$ cat src/rtl/alu_arbiter.sv
// Round-robin arbiter sharing one external combinational ALU between two requesters.
// Each op is registered into the ALU, its result captured a cycle later and returned over a valid/ready response.
module alu_arbiter #(
  parameter int DATA_W = 32,
  parameter int CNT_W  = 16
) (
  input  logic              clk,
  input  logic              rst_n,
  input  logic              req0_valid,
  output logic              req0_ready,
  input  logic [3:0]        req0_sel,
  input  logic [DATA_W-1:0] req0_a,
  input  logic [DATA_W-1:0] req0_b,
  input  logic              req1_valid,
  output logic              req1_ready,
  input  logic [3:0]        req1_sel,
  input  logic [DATA_W-1:0] req1_a,
  input  logic [DATA_W-1:0] req1_b,
  output logic [DATA_W-1:0] alu_a,
  output logic [DATA_W-1:0] alu_b,
  output logic [3:0]        alu_sel,
  input  logic [DATA_W-1:0] alu_c,
  output logic              res_valid,
  input  logic              res_ready,
  output logic [DATA_W-1:0] res_data,
  output logic              res_id,
  output logic              busy,
  output logic [CNT_W-1:0]  cnt0,
  output logic [CNT_W-1:0]  cnt1
);

  typedef enum logic [1:0] {
    IDLE = 2'd0,
    EXEC = 2'd1,
    DONE = 2'd2
  } state_t;

  localparam logic [CNT_W-1:0] CNT_ONE = 1;

  state_t            r_state;
  logic              r_ptr;
  logic              r_id;
  logic [DATA_W-1:0] r_alu_a;
  logic [DATA_W-1:0] r_alu_b;
  logic [3:0]        r_alu_sel;
  logic [DATA_W-1:0] r_res_data;
  logic              r_res_id;
  logic              r_res_valid;
  logic [CNT_W-1:0]  r_cnt0;
  logic [CNT_W-1:0]  r_cnt1;

  logic w_idle;
  logic w_grant0;
  logic w_grant1;

  // A lone requester always wins; the pointer only breaks ties.
  assign w_idle   = (r_state == IDLE);
  assign w_grant0 = req0_valid & (~req1_valid | ~r_ptr);
  assign w_grant1 = req1_valid & (~req0_valid | r_ptr);

  assign req0_ready = w_idle & w_grant0;
  assign req1_ready = w_idle & w_grant1;
  assign busy       = ~w_idle;

  assign alu_a     = r_alu_a;
  assign alu_b     = r_alu_b;
  assign alu_sel   = r_alu_sel;
  assign res_data  = r_res_data;
  assign res_id    = r_res_id;
  assign res_valid = r_res_valid;
  assign cnt0      = r_cnt0;
  assign cnt1      = r_cnt1;

  always_ff @(posedge clk or negedge rst_n) begin
    if (!rst_n) begin
      r_state     <= IDLE;
      r_ptr       <= 1'b0;
      r_id        <= 1'b0;
      r_alu_a     <= '0;
      r_alu_b     <= '0;
      r_alu_sel   <= 4'b0000;
      r_res_data  <= '0;
      r_res_id    <= 1'b0;
      r_res_valid <= 1'b0;
      r_cnt0      <= '0;
      r_cnt1      <= '0;
    end else begin
      case (r_state)
        IDLE: begin
          if (w_grant0) begin
            r_alu_sel <= req0_sel;
            r_alu_a   <= req0_a;
            r_alu_b   <= req0_b;
            r_id      <= 1'b0;
            r_ptr     <= 1'b1;
            r_state   <= EXEC;
          end else if (w_grant1) begin
            r_alu_sel <= req1_sel;
            r_alu_a   <= req1_a;
            r_alu_b   <= req1_b;
            r_id      <= 1'b1;
            r_ptr     <= 1'b0;
            r_state   <= EXEC;
          end
        end
        // ALU output has had a full cycle to settle from the registered operands.
        EXEC: begin
          r_res_data  <= alu_c;
          r_res_id    <= r_id;
          r_res_valid <= 1'b1;
          r_state     <= DONE;
        end
        DONE: begin
          if (res_ready) begin
            r_res_valid <= 1'b0;
            if (r_res_id) r_cnt1 <= r_cnt1 + CNT_ONE;
            else          r_cnt0 <= r_cnt0 + CNT_ONE;
            r_state <= IDLE;
          end
        end
        default: r_state <= IDLE;
      endcase
    end
  end

endmodule

$ cat config.mk
export PLATFORM = sky130hd
export DESIGN_NAME = alu_arbiter
export DESIGN_NICKNAME = d
export VERILOG_FILES = /design/src/rtl/alu_arbiter.sv
export SDC_FILE = /design/constraint.sdc
export NUM_CORES = 1
export LEC_CHECK = 0
export ABC_AREA = 0
export CAP_MARGIN = 15
export CORE_AREA = 2 2 120 122
export DETAILED_ROUTE_END_ITERATION = 16
export DIE_AREA = 0 0 122 124
export HOLD_SLACK_MARGIN = 0.12
export PLACE_DENSITY = 0.86
export SYNTH_ARGS = -nofsm -noshare
export SYNTH_HDL_FRONTEND = slang
export SYNTH_SLANG_ARGS = --single-unit
$ cat constraint.sdc
create_clock -name clk -period 4.6 [get_ports clk]
set_clock_uncertainty 0.1 [all_clocks]
set_input_delay 1.38 -clock clk [delete_from_list [all_inputs] [get_ports clk]]
set_output_delay 1.38 -clock clk [all_outputs]
set_load 0.02 [all_outputs]
Yosys cells after proc, flatten, opt, wreduce, memory -nomap -nowiden

Cells that the tools add are included.

Bits in registers: 138
Latch bits: 0
RAM bits: 0
ROM bits: 0
Input bits: 173
Output and inout port bits: 137
Memories: 0

$add $sub $neg: 2
Multipliers: 0
Div/mod/pow operators: 0
$lt $le $gt $ge: 0
Equal/unequal tests: 4
Shift-type cells: 0
Multiplexer cells: 16
Bitwise gates (word level): 11
Reduce and logical (&&, ||, !) cells: 8

Operator list:

| kind                                          | count |
|---|---|
| two-way mux 32 bit                            | 4 |
| adder 16 x 1 -> 16 bit, second input constant | 2 |
| two-way mux 4 bit                             | 2 |
| two-way mux 2 bit                             | 3 |
| case mux 2 bit (3 select lines)               | 1 |
| AND reduction 2 bit                           | 3 |
| AND reduction 3 bit                           | 2 |
| two-way mux 1 bit                             | 5 |
| inverter 1 bit                                | 5 |
| bitwise AND 1 bit                             | 4 |
| nonzero test 2 bit                            | 2 |
| != test 3 x 1 -> 1 bit, second input constant | 1 |
| == test 2 x 1 -> 1 bit, second input constant | 1 |
| == test 2 bit, second input constant          | 1 |
| zero test 2 bit                               | 1 |
| != test 2 bit, second input constant          | 1 |
| OR 1 bit                                      | 2 |
| case mux 1 bit (2 select lines)               | 1 |

Depth between registers and ports, before layout

Word-level depth: 6
Gate-level depth with buffers: 7
Depth with buffers taken out: 4

Least setup slack after synthesis

No wires, ideal clock.

Path type: in2out
From: input req0_valid
To: output req0_ready
Arrival: 2.024 ns
Path slack: 1.096 ns
Stages: 4
Buffers on the path: 2
Cells stage by stage: a21boi_1 buf_2 and2_4 buf_2

Longest elaborated chain between the ends: 2

Ends and longest elaborated chain:

| item              | RTL line | source |
|---|---|---|
| start, declared   | 9        | `input logic req0_valid,` |
| bitwise AND 1 bit | 58       | `assign w_grant0 = req0_valid & (~req1_valid \| ~r_ptr);` |
| bitwise AND 1 bit | 61       | `assign req0_ready = w_idle & w_grant0;` |
| end, declared     | 10       | `output logic req0_ready,` |

Every way passes these cells.

Worst setup path in the final report

From: input req1_valid
To: output req1_ready

Longest elaborated chain between the ends: 2

Ends and longest elaborated chain:

| item              | RTL line | source |
|---|---|---|
| start, declared   | 14       | `input logic req1_valid,` |
| bitwise AND 1 bit | 59       | `assign w_grant1 = req1_valid & (~req0_valid \| r_ptr);` |
| bitwise AND 1 bit | 62       | `assign req1_ready = w_idle & w_grant1;` |
| end, declared     | 15       | `output logic req1_ready,` |

Every way passes these cells.

==> results.tsv <==
metric	value	unit
run status	complete, no violations	
mean area per synthesized cell	12.3	um^2
most frequent cell after synthesis	dfrtp_1	
fraction of the mapped netlist area in adder cells	0.426	%
fraction of the mapped netlist area in compound gates	9.50	%
first-pass GRT wire length	27300	um
vias in the first global route	5232	
Die Footprint	15100	um^2
x dimension of the die	122	um
internal portion of total power	4.20	mW
total number of H-tree levels	4	
Detailed Route Iter0 Violations	457	
hold path startpoint	cnt1[15]	
setup repair after global routing missed its margin	no	
synth cell count leaders	dfrtp_1, inv_1, nand2_1, a222oi_1, mux2_2	
global route overflow	0	
Sw Ratio	35.3	%
drt pass-1 iters	9	
shortest clock period the worst path allows after layout	4.38	ns
cts hold-fix bufs	0	
part of the power in registers	31.4	%
number of buffers added by the clock tree synthesis step	17	
cell leakage power	4.32	nW
type of the worst setup path	in -> out	
most area-hungry cell type in the Yosys netlist	dfrtp_1	
Cells after Synth	476	
worst hold-check path type	reg -> reg	
DRC	0	
I/O pins	310	
clock share of power	23.8	%
gpl congestion	0.864	
post-synthesis share of cell area spent on xor and xnor gates	4.47	%
number of nets in the finished design	955	
die boundary height	124	um
combinational share of power	44.8	%
Final Slew Violations	0	
TritonCTS clock tree	built	
async set-reset flop share out of synthesis	100	%
Worst Tran Pin Value	0.827	ns
P per Cell Area	663	nW/um^2
Wirelength per Cell	18.8	um
total design power	6.50	mW
required time of the critical path	3.12	ns
Mapped Nets	651	
number of port buffers	309	
aggregate negative setup slack	0	ns
post-route non-filler standard cell count	972	
Syn. warnings	0	
setup-violating endpoint count in the final report	0	
postcts setup bufs	0	
maximum capacitance violations	0	
initial core utilization	42.8	%
Core Footprint	13700	um^2
Worst R2R Path Depth	4	
Post-Syn Area	5870	um^2
Global Route Usage Sum	24.1	%
via-per-instance ratio	5.17	
Critical Path Sink Type	primary output	
CP max FO	3	
HPWL after detailed placement	13600	um
synth top area cells	dfrtp_1, mux2_2, a222oi_1	
P_sw	2.29	mW
number of hold-slack violations in the final timing report	0	
placed cells	941	
post-detailed-routing wire length	18200	um
CTS clock-pin slew for the worst setup and hold paths	0.06	ns
post-synthesis register bit count	138	
antenna violations before repair	0	
antenna diode count	0	
routed via count	5023	
largest family of logic cells by synthesized area	multiplexers	
timing-limited maximum frequency	229	MHz
R2R Setup Slk	2.66	ns
post-CTS resize count	0	
count of different cell masters after synthesis	40	
primary flip-flop cell chosen by synthesis mapping	dfrtp_1	
post-synthesis sequential area ratio	58.8	%
Site Rows	43	
Hold EP	cnt1[15]	
reg-to-reg endpoint	cnt0[10]	
clk buf depth	2	
clk sinks	138	
period utilization	95.1	%
share of cell area taken by muxes after synthesis	12.0	%
clock latency at the later pin of the worst-skew pair	0.41	ns
root buffer selected by CTS	clkbuf_16	
Post-synth EDFFs	0	
final core area utilization	71.4	%
share of the synthesized area in the top cell type	58.8	%
area added between synthesis and finish	66.9	%
worst slew slack as a fraction of its limit	44.9	%
reg-to-reg critical path startpoint	r_state[0]	
Final ANT Viol Nets	0	
Worst Hold Path Cells	1	
Synth Area in Simple Gates	8.95	%
layout cells sized above 1	11.1	%
data arrival time of the worst path	2.90	ns
IR Drop Worst-Case VDD	0.359	mV
maximum number of pins on one net before global-route repair	104	
Worst Setup Start Kind	primary input	
worst max-delay path, stage by stage:
cell and delay (ns):
clkdlybuf4s50_1 0.61, and3_1 0.27, clkdlybuf4s50_1 0.64
sequential cells by signal, indices dropped and copies added, names as in the netlist:
register and cells:
r_id 1, r_ptr 1, cnt0 16, res_id 1, alu_b 32, alu_sel 4
cnt1 16, res_valid 1, r_state 2, res_data 32, alu_a 32
cell type report:
type	instances	area, um^2
multi-input combinational	262	2100
clock inverter	11	216
timing repair buffer	316	3170
clock buffer	20	467
inverter	45	169
fill	933	3920
tap	180	225
sequential	138	3450
how the worst max path moves through the flow:
| stage | startpoint | end | slack [ns] | cells past startpoint |
|---|---|---|---|---|
| 2_1_floorplan | req0_valid | req0_ready | 1.10 | 4 |
| 3_3_place_gp | req0_valid | req0_ready | 0.26 | 4 |
| 3_5_place_dp | req0_valid | req0_ready | 0.23 | 4 |
| 4_1_cts | req0_valid | req0_ready | 0.23 | 4 |
| 5_1_grt | req0_valid | req0_ready | 0.19 | 4 |
| 6_report | req1_valid | req1_ready | 0.22 | 3 |
per-stage QoR:
| step | worst slack [ns] | area [um^2] | hold WS [ns] |
|---|---|---|---|
| 2_1_floorplan | 1.10 | 5870 | 0.344 |
| 3_3_place_gp | 0.256 | 9120 | 0.358 |
| 3_5_place_dp | 0.235 | 9120 | 0.364 |
| 4_1_cts | 0.229 | 9800 | 0.372 |
| 5_1_grt | 0.189 | 9800 | 0.383 |
| 6_report | 0.224 | 9800 | 0.370 |
cell families after synthesis:
logic type	Yosys count
AO/OA/AOI/OAI	74
XOR/XNOR	30
adder cells (fa/ha/maj)	2
buffers and inverters	76
flip-flops	138
multiplexers	66
AND/OR/NAND/NOR	90
per-layer routing:
metal	vias to the layer above	GRT usage, %	wire length (um)	part of all wire (%)
li1	2301	-	-	-
met1	2426	24.8	6440	35
met2	250	43.3	9490	52
met3	46	9.20	1670	9.2
met4	0	11.1	624	3.4
met5	-	0	0	0
power by group through the flow:
| stage | Sequential [mW] | Combinational [mW] | Clock, mW |
|---|---|---|---|
| after floorplan | 2.58 | 0.928 | 0 |
| after global routing | 2.09 | 3.11 | 1.63 |
| after global placement | 2.02 | 2.85 | 0 |
| after CTS | 2.04 | 2.94 | 1.58 |
| after detailed placement | 2.05 | 2.93 | 0 |
| final | 2.04 | 2.91 | 1.55 |
cell usage in the layout (no fill, tap or decap), types with 2 or more instances in the layout:
| master | count |
|---|---|
| nand3_2 | 3 |
| clkinv_4 | 3 |
| mux2_2 | 34 |
| nor3_2 | 2 |
| nor3_1 | 3 |
| xnor2_1 | 23 |
| mux2i_1 | 32 |
| xor2_1 | 7 |
| clkinv_2 | 2 |
| o21ai_0 | 33 |
| clkbuf_8 | 3 |
| nor4_2 | 2 |
| ha_1 | 2 |
| inv_1 | 45 |
| nand2_1 | 43 |
| a21o_1 | 2 |
| bufinv_16 | 6 |
| dfrtp_1 | 138 |
| clkbuf_16 | 17 |
| nor2_1 | 5 |
| and3_1 | 6 |
| nand4_1 | 7 |
| nand3_1 | 3 |
| clkdlybuf4s50_1 | 308 |
| a222oi_1 | 36 |
| buf_4 | 5 |
| buf_12 | 2 |
| and4_1 | 3 |
No activity file was read; power rests on OpenSTA's default activity.
